==> config.mk <==
export PLATFORM = sky130hd
export DESIGN_NAME = control_sequencer
export DESIGN_NICKNAME = d
export VERILOG_FILES = /design/src/rtl/cu_pkg.sv /design/src/rtl/cu_ctrl_decode.sv /design/src/rtl/control_sequencer.sv
export SDC_FILE = /design/constraint.sdc
export NUM_CORES = 1
export LEC_CHECK = 0
export ABC_AREA = 1
export BUFFER_PORTS_ARGS = -buffer_cell sky130_fd_sc_hd__clkbuf_2
export CORE_MARGIN = 3
export CORE_UTILIZATION = 45
export DETAILED_ROUTE_END_ITERATION = 16
export PLACE_DENSITY_LB_ADDON = 0.1
export SYNTH_ARGS = -nofsm -noshare
export SYNTH_HDL_FRONTEND = slang
export SYNTH_SLANG_ARGS = --single-unit
==> constraint.sdc <==
create_clock -name clk -period 3 [get_ports clk]
set_input_delay 0.45 -clock clk [delete_from_list [all_inputs] [get_ports clk]]
set_output_delay 0.45 -clock clk [all_outputs]
set_load 0.02 [all_outputs]
==> src/rtl/cu_pkg.sv <==
// Shared encodings for the control sequencer: opcodes, phases, datapath
// select/function codes, the packed control word and small decode helpers.
package cu_pkg;

  localparam logic [3:0] OP_LDI = 4'h0;
  localparam logic [3:0] OP_LD  = 4'h1;
  localparam logic [3:0] OP_ST  = 4'h2;
  localparam logic [3:0] OP_INC = 4'h3;
  localparam logic [3:0] OP_DEC = 4'h4;
  localparam logic [3:0] OP_BRA = 4'h5;
  localparam logic [3:0] OP_BNE = 4'h6;
  localparam logic [3:0] OP_HLT = 4'h7;

  typedef enum logic [1:0] {
    PH_RST   = 2'd0,
    PH_FETCH = 2'd1,
    PH_EXEC  = 2'd2,
    PH_HALT  = 2'd3
  } phase_t;

  localparam logic [1:0] RF_FN_LOAD  = 2'b01;
  localparam logic [1:0] RF_FN_DEC   = 2'b10;
  localparam logic [1:0] RF_FN_INC   = 2'b11;
  localparam logic [1:0] ARF_FN_LOAD = 2'b01;
  localparam logic [1:0] ARF_FN_INC  = 2'b10;
  localparam logic [1:0] IR_FN_LOAD  = 2'b01;

  localparam logic [3:0] ARF_SEL_PC = 4'b1000;
  localparam logic [3:0] ARF_SEL_AR = 4'b0100;
  localparam logic [3:0] SEL_ALL    = 4'b1111;

  localparam logic [1:0] ARF_OUT_AR = 2'b00;
  localparam logic [1:0] ARF_OUT_PC = 2'b11;

  localparam logic [1:0] MUX_ALU = 2'b00;
  localparam logic [1:0] MUX_MEM = 2'b01;
  localparam logic [1:0] MUX_IR  = 2'b10;
  localparam logic [1:0] MUX_ARF = 2'b11;

  localparam logic [3:0] ALU_FN_B = 4'b0001;

  typedef struct packed {
    logic [2:0] rf_o1_sel;
    logic [2:0] rf_o2_sel;
    logic [1:0] rf_fun_sel;
    logic [3:0] rf_r_sel;
    logic [3:0] rf_t_sel;
    logic [3:0] alu_fun_sel;
    logic [1:0] arf_out_a_sel;
    logic [1:0] arf_out_b_sel;
    logic [1:0] arf_fun_sel;
    logic [3:0] arf_r_sel;
    logic       ir_lh;
    logic       ir_enable;
    logic [1:0] ir_fun_sel;
    logic       mem_wr;
    logic       mem_cs;
    logic [1:0] mux_a_sel;
    logic [1:0] mux_b_sel;
    logic       mux_c_sel;
  } cw_t;

  // Memory chip select is active-low, so the idle word is not all zeros.
  function automatic cw_t idle_cw();
    cw_t c;
    c        = '0;
    c.mem_cs = 1'b1;
    return c;
  endfunction

  function automatic logic [3:0] rf_onehot(input logic [1:0] r);
    return 4'b1000 >> r;
  endfunction

  // Execute slots per opcode; zero means fetch follows decode directly.
  function automatic logic [2:0] exec_slots(input logic [3:0] op, input logic z);
    case (op)
      OP_LDI:         return 3'd2;
      OP_LD:          return 3'd5;
      OP_ST:          return 3'd4;
      OP_INC, OP_DEC: return 3'd3;
      OP_BRA:         return 3'd2;
      OP_BNE:         return z ? 3'd0 : 3'd2;
      default:        return 3'd0;
    endcase
  endfunction

endpackage

==> src/rtl/cu_ctrl_decode.sv <==
// Moore control-word decode: maps (phase, sc, opcode, reg, z) to the datapath
// control word and flags the last slot of the current phase.
module cu_ctrl_decode
  import cu_pkg::*;
(
  input  phase_t     phase,
  input  logic [2:0] sc,
  input  logic [3:0] opcode,
  input  logic [1:0] reg_sel,
  input  logic       z,
  output cw_t        cw,
  output logic       last
);

  logic [3:0] onehot;
  logic [2:0] o2_sel;
  logic [2:0] n_exec;

  assign onehot = rf_onehot(reg_sel);
  assign o2_sel = {1'b1, reg_sel};
  assign n_exec = exec_slots(opcode, z);

  always_comb begin
    // NOTE: every output gets its idle default first, so no branch can infer a latch.
    cw   = idle_cw();
    last = 1'b0;
    unique case (phase)
      PH_RST: begin
        cw.rf_r_sel  = SEL_ALL;
        cw.rf_t_sel  = SEL_ALL;
        cw.arf_r_sel = SEL_ALL;
        cw.ir_enable = 1'b1;
        last         = 1'b1;
      end
      PH_FETCH: begin
        last = (sc == 3'd4);
        if (sc != 3'd4) cw.arf_out_b_sel = ARF_OUT_PC;
        if (sc == 3'd1 || sc == 3'd3) begin
          cw.mem_cs      = 1'b0;
          cw.ir_enable   = 1'b1;
          cw.ir_fun_sel  = IR_FN_LOAD;
          cw.ir_lh       = sc[1];
          cw.arf_r_sel   = ARF_SEL_PC;
          cw.arf_fun_sel = ARF_FN_INC;
        end
      end
      PH_EXEC: begin
        last = (sc == n_exec - 3'd1);
        case (opcode)
          OP_LDI: begin
            // Mux A is held into E1 so the registered mux output stays valid for the load.
            cw.mux_a_sel = MUX_IR;
            if (sc == 3'd1) begin
              cw.rf_fun_sel = RF_FN_LOAD;
              cw.rf_r_sel   = onehot;
            end
          end
          OP_LD: begin
            if (sc <= 3'd1) cw.mux_b_sel = MUX_IR;
            if (sc >= 3'd1) cw.arf_out_b_sel = ARF_OUT_AR;
            if (sc == 3'd1) begin
              cw.arf_r_sel   = ARF_SEL_AR;
              cw.arf_fun_sel = ARF_FN_LOAD;
            end
            if (sc >= 3'd3) begin
              cw.mem_cs    = 1'b0;
              cw.mux_a_sel = MUX_MEM;
            end
            if (sc == 3'd4) begin
              cw.rf_fun_sel = RF_FN_LOAD;
              cw.rf_r_sel   = onehot;
            end
          end
          OP_ST: begin
            cw.rf_o2_sel = o2_sel;
            if (sc == 3'd0) cw.mux_b_sel = MUX_IR;
            if (sc == 3'd1) begin
              cw.arf_r_sel   = ARF_SEL_AR;
              cw.arf_fun_sel = ARF_FN_LOAD;
            end
            if (sc >= 3'd1) cw.alu_fun_sel = ALU_FN_B;
            if (sc >= 3'd2) cw.arf_out_b_sel = ARF_OUT_AR;
            if (sc == 3'd3) begin
              cw.mem_cs = 1'b0;
              cw.mem_wr = 1'b1;
            end
          end
          OP_INC, OP_DEC: begin
            if (sc == 3'd0) begin
              cw.rf_fun_sel = (opcode == OP_INC) ? RF_FN_INC : RF_FN_DEC;
              cw.rf_r_sel   = onehot;
            end else begin
              cw.rf_o2_sel = o2_sel;
            end
            if (sc == 3'd2) cw.alu_fun_sel = ALU_FN_B;
          end
          OP_BRA, OP_BNE: begin
            // A not-taken BNE never reaches EXEC, so both share the branch slots.
            cw.mux_b_sel = MUX_IR;
            if (sc == 3'd1) begin
              cw.arf_r_sel   = ARF_SEL_PC;
              cw.arf_fun_sel = ARF_FN_LOAD;
            end
          end
          default: ;
        endcase
      end
      default: ;
    endcase
  end

endmodule

==> src/rtl/control_sequencer.sv <==
// Hardwired control unit for the ALUSystem datapath: phase/sc/latch registers
// plus the control-word decode. Define CU_STEP_EN for the single-step port.
module control_sequencer
  import cu_pkg::*;
(
  input  logic        clk,
  input  logic        rst_n,
`ifdef CU_STEP_EN
  input  logic        step,
`endif
  input  logic [15:0] ir,
  input  logic [3:0]  alu_flags,
  output logic [2:0]  RF_O1Sel,
  output logic [2:0]  RF_O2Sel,
  output logic [1:0]  RF_FunSel,
  output logic [3:0]  RF_RSel,
  output logic [3:0]  RF_TSel,
  output logic [3:0]  ALU_FunSel,
  output logic [1:0]  ARF_OutASel,
  output logic [1:0]  ARF_OutBSel,
  output logic [1:0]  ARF_FunSel,
  output logic [3:0]  ARF_RSel,
  output logic        IR_LH,
  output logic        IR_Enable,
  output logic [1:0]  IR_Funsel,
  output logic        Mem_WR,
  output logic        Mem_CS,
  output logic [1:0]  MuxASel,
  output logic [1:0]  MuxBSel,
  output logic        MuxCSel,
  output logic        halted,
  output logic [2:0]  sc
);

  phase_t     phase_q;
  logic [2:0] sc_q;
  logic [3:0] opcode_q;
  logic [1:0] reg_q;
  logic [7:0] imm_q;
  logic       z_q;
  logic       step_go;
  logic       hold;
  logic       last;
  cw_t        cw;

`ifdef CU_STEP_EN
  assign step_go = step;
`else
  assign step_go = 1'b1;
`endif

  assign hold = (phase_q == PH_FETCH) && (sc_q == 3'd0) && !step_go;

  cu_ctrl_decode u_decode (
    .phase   (phase_q),
    .sc      (sc_q),
    .opcode  (opcode_q),
    .reg_sel (reg_q),
    .z       (z_q),
    .cw      (cw),
    .last    (last)
  );

  always_ff @(posedge clk) begin
    // NOTE: state registers use non-blocking assignments so every update sees pre-edge values.
    if (!rst_n) begin
      phase_q  <= PH_RST;
      sc_q     <= '0;
      opcode_q <= '0;
      reg_q    <= '0;
      imm_q    <= '0;
      z_q      <= 1'b0;
    end else begin
      unique case (phase_q)
        PH_RST: begin
          phase_q <= PH_FETCH;
          sc_q    <= '0;
        end
        PH_FETCH: begin
          if (!hold) begin
            if (last) begin
              opcode_q <= ir[15:12];
              reg_q    <= ir[11:10];
              imm_q    <= ir[7:0];
              z_q      <= alu_flags[0];
              sc_q     <= '0;
              // Decode looks at the live IR, since the latches only update at this edge.
              if (ir[15:12] == OP_HLT)
                phase_q <= PH_HALT;
              else if (exec_slots(ir[15:12], alu_flags[0]) == 3'd0)
                phase_q <= PH_FETCH;
              else
                phase_q <= PH_EXEC;
            end else begin
              sc_q <= sc_q + 3'd1;
            end
          end
        end
        PH_EXEC: begin
          if (last) begin
            phase_q <= PH_FETCH;
            sc_q    <= '0;
          end else begin
            sc_q <= sc_q + 3'd1;
          end
        end
        PH_HALT: ;
      endcase
    end
  end

  // Address byte is carried for the datapath's benefit; the sequencer never reads it.
  logic unused_bits;
  assign unused_bits = ^{ir[9:8], alu_flags[3:1], imm_q};

  assign RF_O1Sel    = cw.rf_o1_sel;
  assign RF_O2Sel    = cw.rf_o2_sel;
  assign RF_FunSel   = cw.rf_fun_sel;
  assign RF_RSel     = cw.rf_r_sel;
  assign RF_TSel     = cw.rf_t_sel;
  assign ALU_FunSel  = cw.alu_fun_sel;
  assign ARF_OutASel = cw.arf_out_a_sel;
  assign ARF_OutBSel = cw.arf_out_b_sel;
  assign ARF_FunSel  = cw.arf_fun_sel;
  assign ARF_RSel    = cw.arf_r_sel;
  assign IR_LH       = cw.ir_lh;
  assign IR_Enable   = cw.ir_enable;
  assign IR_Funsel   = cw.ir_fun_sel;
  assign Mem_WR      = cw.mem_wr;
  assign Mem_CS      = cw.mem_cs;
  assign MuxASel     = cw.mux_a_sel;
  assign MuxBSel     = cw.mux_b_sel;
  assign MuxCSel     = cw.mux_c_sel;
  assign halted      = (phase_q == PH_HALT);
  assign sc          = sc_q;

endmodule

==> flow_metrics.env <==
export IMPL_start_util_pct=48.64
export IMPL_synth_common_cells="43 x nand2_1, 28 x inv_1, 28 x nor2_1"
export IMPL_fmax_mhz=406.1
export IMPL_p_seq_share_pct=17.3
export IMPL_setup_tns_ns=0
export IMPL_drt_first_pass_iters=4
export IMPL_power_switching_mw=0.8473
export IMPL_clk_path_buf_depth=2
export IMPL_power_leakage_nw=0.8050
export IMPL_die_area_um2=3443
export IMPL_end_kind="primary output"
export IMPL_rsz0062_at_grt="no"
export IMPL_slowest_delay_ns=0.45
export IMPL_crit_type="reg2out"
export IMPL_synth_seq_cells=12
export IMPL_cts_sinks=12
export IMPL_viasPerCell=4.761
export IMPL_ys_seq_area_share_pct=19.24
export IMPL_die_h_um=58.68
export IMPL_synth_avg_cell_area_um2=6.121
export IMPL_holdCritPathClass="in2reg"
export IMPL_htreeDepth=1
export IMPL_cp_top_family="buffers and inverters"
export IMPL_post_route_util_pct=55.75
export IMPL_min_from="alu_flags[0]"
export IMPL_period_share_pct=82.09
export IMPL_ys_warn_count=0
export IMPL_drive_above_1_share_pct=24.38
export IMPL_grt_max_degree=14
export IMPL_worstReg2RegStart="opcode_q[3]"
export IMPL_hold_buffers=0
export IMPL_clock_skew_ns=0.0005692
export IMPL_overflow=0
export IMPL_synthFlopType="dfxtp_1"
export IMPL_async_flop_share_pct=0
export IMPL_grt_pass1_vias=1141
export IMPL_dp_hpwl_um=2377
export IMPL_yosysTopAreaCell="dfxtp_1"
export IMPL_n_antenna_cell=0
export IMPL_yosysUniqueCellTypes=24
export IMPL_antenna_found_initial=0
export IMPL_ctsResizeCount=0
export IMPL_drt_iter0_drc=64
export IMPL_clk_pin_slew_ns=0.08
export IMPL_core_um2=2567
export IMPL_fin_nets=276
export IMPL_p_total_mw=1.460
export IMPL_slew_violations=0
export IMPL_synthesis_area_um2=1249
export IMPL_cts_root_buf="clkbuf_4"
export IMPL_cp_num_buf_inv=4
export IMPL_power_internal_mw=0.6126
export IMPL_crit_fanout=7
export IMPL_grt_pass1_wl_um=4905
export IMPL_crit_path_cell_trace="inv_1 -> ha_1 -> nand2_1 -> inv_1 -> nor2_1 -> nor2_1 -> inv_1 -> nand2_1 -> a21oi_1 -> nor2_1 -> clkbuf_2"
export IMPL_synth_most_common_cell="nand2_1"
export IMPL_whs_ns=0.4272
export IMPL_numCtsBuffers=3
export IMPL_wirelength_um=2887
export IMPL_postCtsSetupRepairBufs=0
export IMPL_cp_start_kind="flip-flop"
export IMPL_powerDensity_nw_per_um2=1020
export IMPL_synth_area_leaders="dfxtp_1 19%, nand2_1 13%, ha_1 11%"
export IMPL_clk_insertion_delay_late_ns=0.27
export IMPL_synth_edf_count=0
export IMPL_port_buffers=42
export IMPL_worstPathRequired_ns=2.55
export IMPL_area_growth_syn_to_layout_pct=14.63
export IMPL_clkPwrFrac_pct=8.8
export IMPL_period_needed_ns=2.463
export IMPL_drc=0
export IMPL_cap_violations=0
export IMPL_avgRoutedWirePerCell_um=10.61
export IMPL_die_w_um=58.68
export IMPL_tritoncts="built"
export IMPL_synth_top_area_share_pct=19.24
export IMPL_post_dp_cell_area_um2=1395
export IMPL_boundaryPins=67
export IMPL_ant_nets=0
export IMPL_crit_start="sc[1]"
export IMPL_rows=18
export IMPL_grtUsageTotal_pct=17.58
export IMPL_peakVddDrop_v=0.0006540
export IMPL_worstPathArrival_ns=2.01
export IMPL_vias=1295
export IMPL_p_sw_share_pct=58.04
export IMPL_status="completed"
export IMPL_hold_viol_final=0
export IMPL_synthesis_instances=204
export IMPL_critPathSlowestCell="dfxtp_1"
export IMPL_place_gp_congestion=0.8439
export IMPL_stdcell_area_um2=1431
export IMPL_combPwrFrac_pct=73.8
export IMPL_setup_viol=0
==> cell type report <==
class	count	area, um2
Clock buffer	4	36.28
Fill cell	278	1136
Multi-Input combinational cell	154	794.5
Inverter	30	112.6
Tap cell	30	37.54
Sequential cell	12	240.2
Timing Repair Buffer	42	210.2
==> flip-flops by register name (all words and copies together), names as in the netlist <==
| signal | cells |
|---|---|
| opcode_q | 4 |
| phase_q | 2 |
| z_q | 1 |
| sc | 3 |
| reg_q | 2 |
==> cell usage in the layout (no fill, tap or decap), types with 2 or more instances in the layout <==
cell type	netlist	final
nand4_1	5	5
nand2_1	43	43
o21ai_1	3	3
a21oi_1	14	14
clkbuf_4	0	3
conb_1	1	11
clkbuf_2	0	42
ha_1	11	11
nand2_2	8	8
nor3_1	2	2
dfxtp_1	12	12
nand3_1	9	9
inv_2	2	2
o21ai_0	12	12
inv_1	28	28
nor2_1	28	28
==> final timing paths <==
path	end	slack [ns]	depth (start not counted)
max	ARF_RSel[3]	0.54	11
min	z_q	0.43	3
max reg2reg	reg_q[0]	0.78	13
min reg2reg	z_q	0.47	2
==> power groups by stage <==
stage / Sequential (mW) / Clock, mW / Combinational [mW]
floorplan: 0.255 / 0 / 0.885
global placement: 0.257 / 0 / 1.07
detailed placement: 0.257 / 0 / 1.08
CTS: 0.253 / 0.132 / 1.08
global route: 0.263 / 0.137 / 1.21
finish: 0.253 / 0.129 / 1.08
==> through the flow <==
stage,cells,worst slack [ns]
6_report,272,0.5374
3_5_place_dp,268,0.7837
2_1_floorplan,214,0.6327
5_1_grt,272,0.3531
4_1_cts,272,0.5319
3_3_place_gp,268,0.7944
==> routing by layer <==
metal	vias to the layer above	global-route usage, %	share of wire (%)
met5	-	0	0
met4	0	2.913	0
met3	0	1.316	5.6
met2	36	29.35	46
met1	559	25.13	49
li1	700	-	-
==> cell families after synthesis <==
kind of cell | after synthesis | share of synthesized area [%]
and+or+nand+nor | 97 | 34.17
buffers and inverters | 48 | 20.14
AOI/OAI and AO/OA | 35 | 15.13
DFF | 12 | 19.24
adders and majority gates | 11 | 11.02
other | 1 | 0.3003
==> worst reg2reg max path, cell delays in order, from the launching register on <==
cell and delay, ns:
dfxtp_1 0.37, nor2_2 0.08, nand2_1 0.15, nand2_1 0.15
nor3_1 0.23, ha_1 0.27, a21oi_1 0.13, o21ai_0 0.09
nor2_1 0.11, nand2_1 0.06, nand2_2 0.10, nand3_4 0.15
o21ai_0 0.18, a21oi_1 0.05
(Power assumes the default switching activity.)
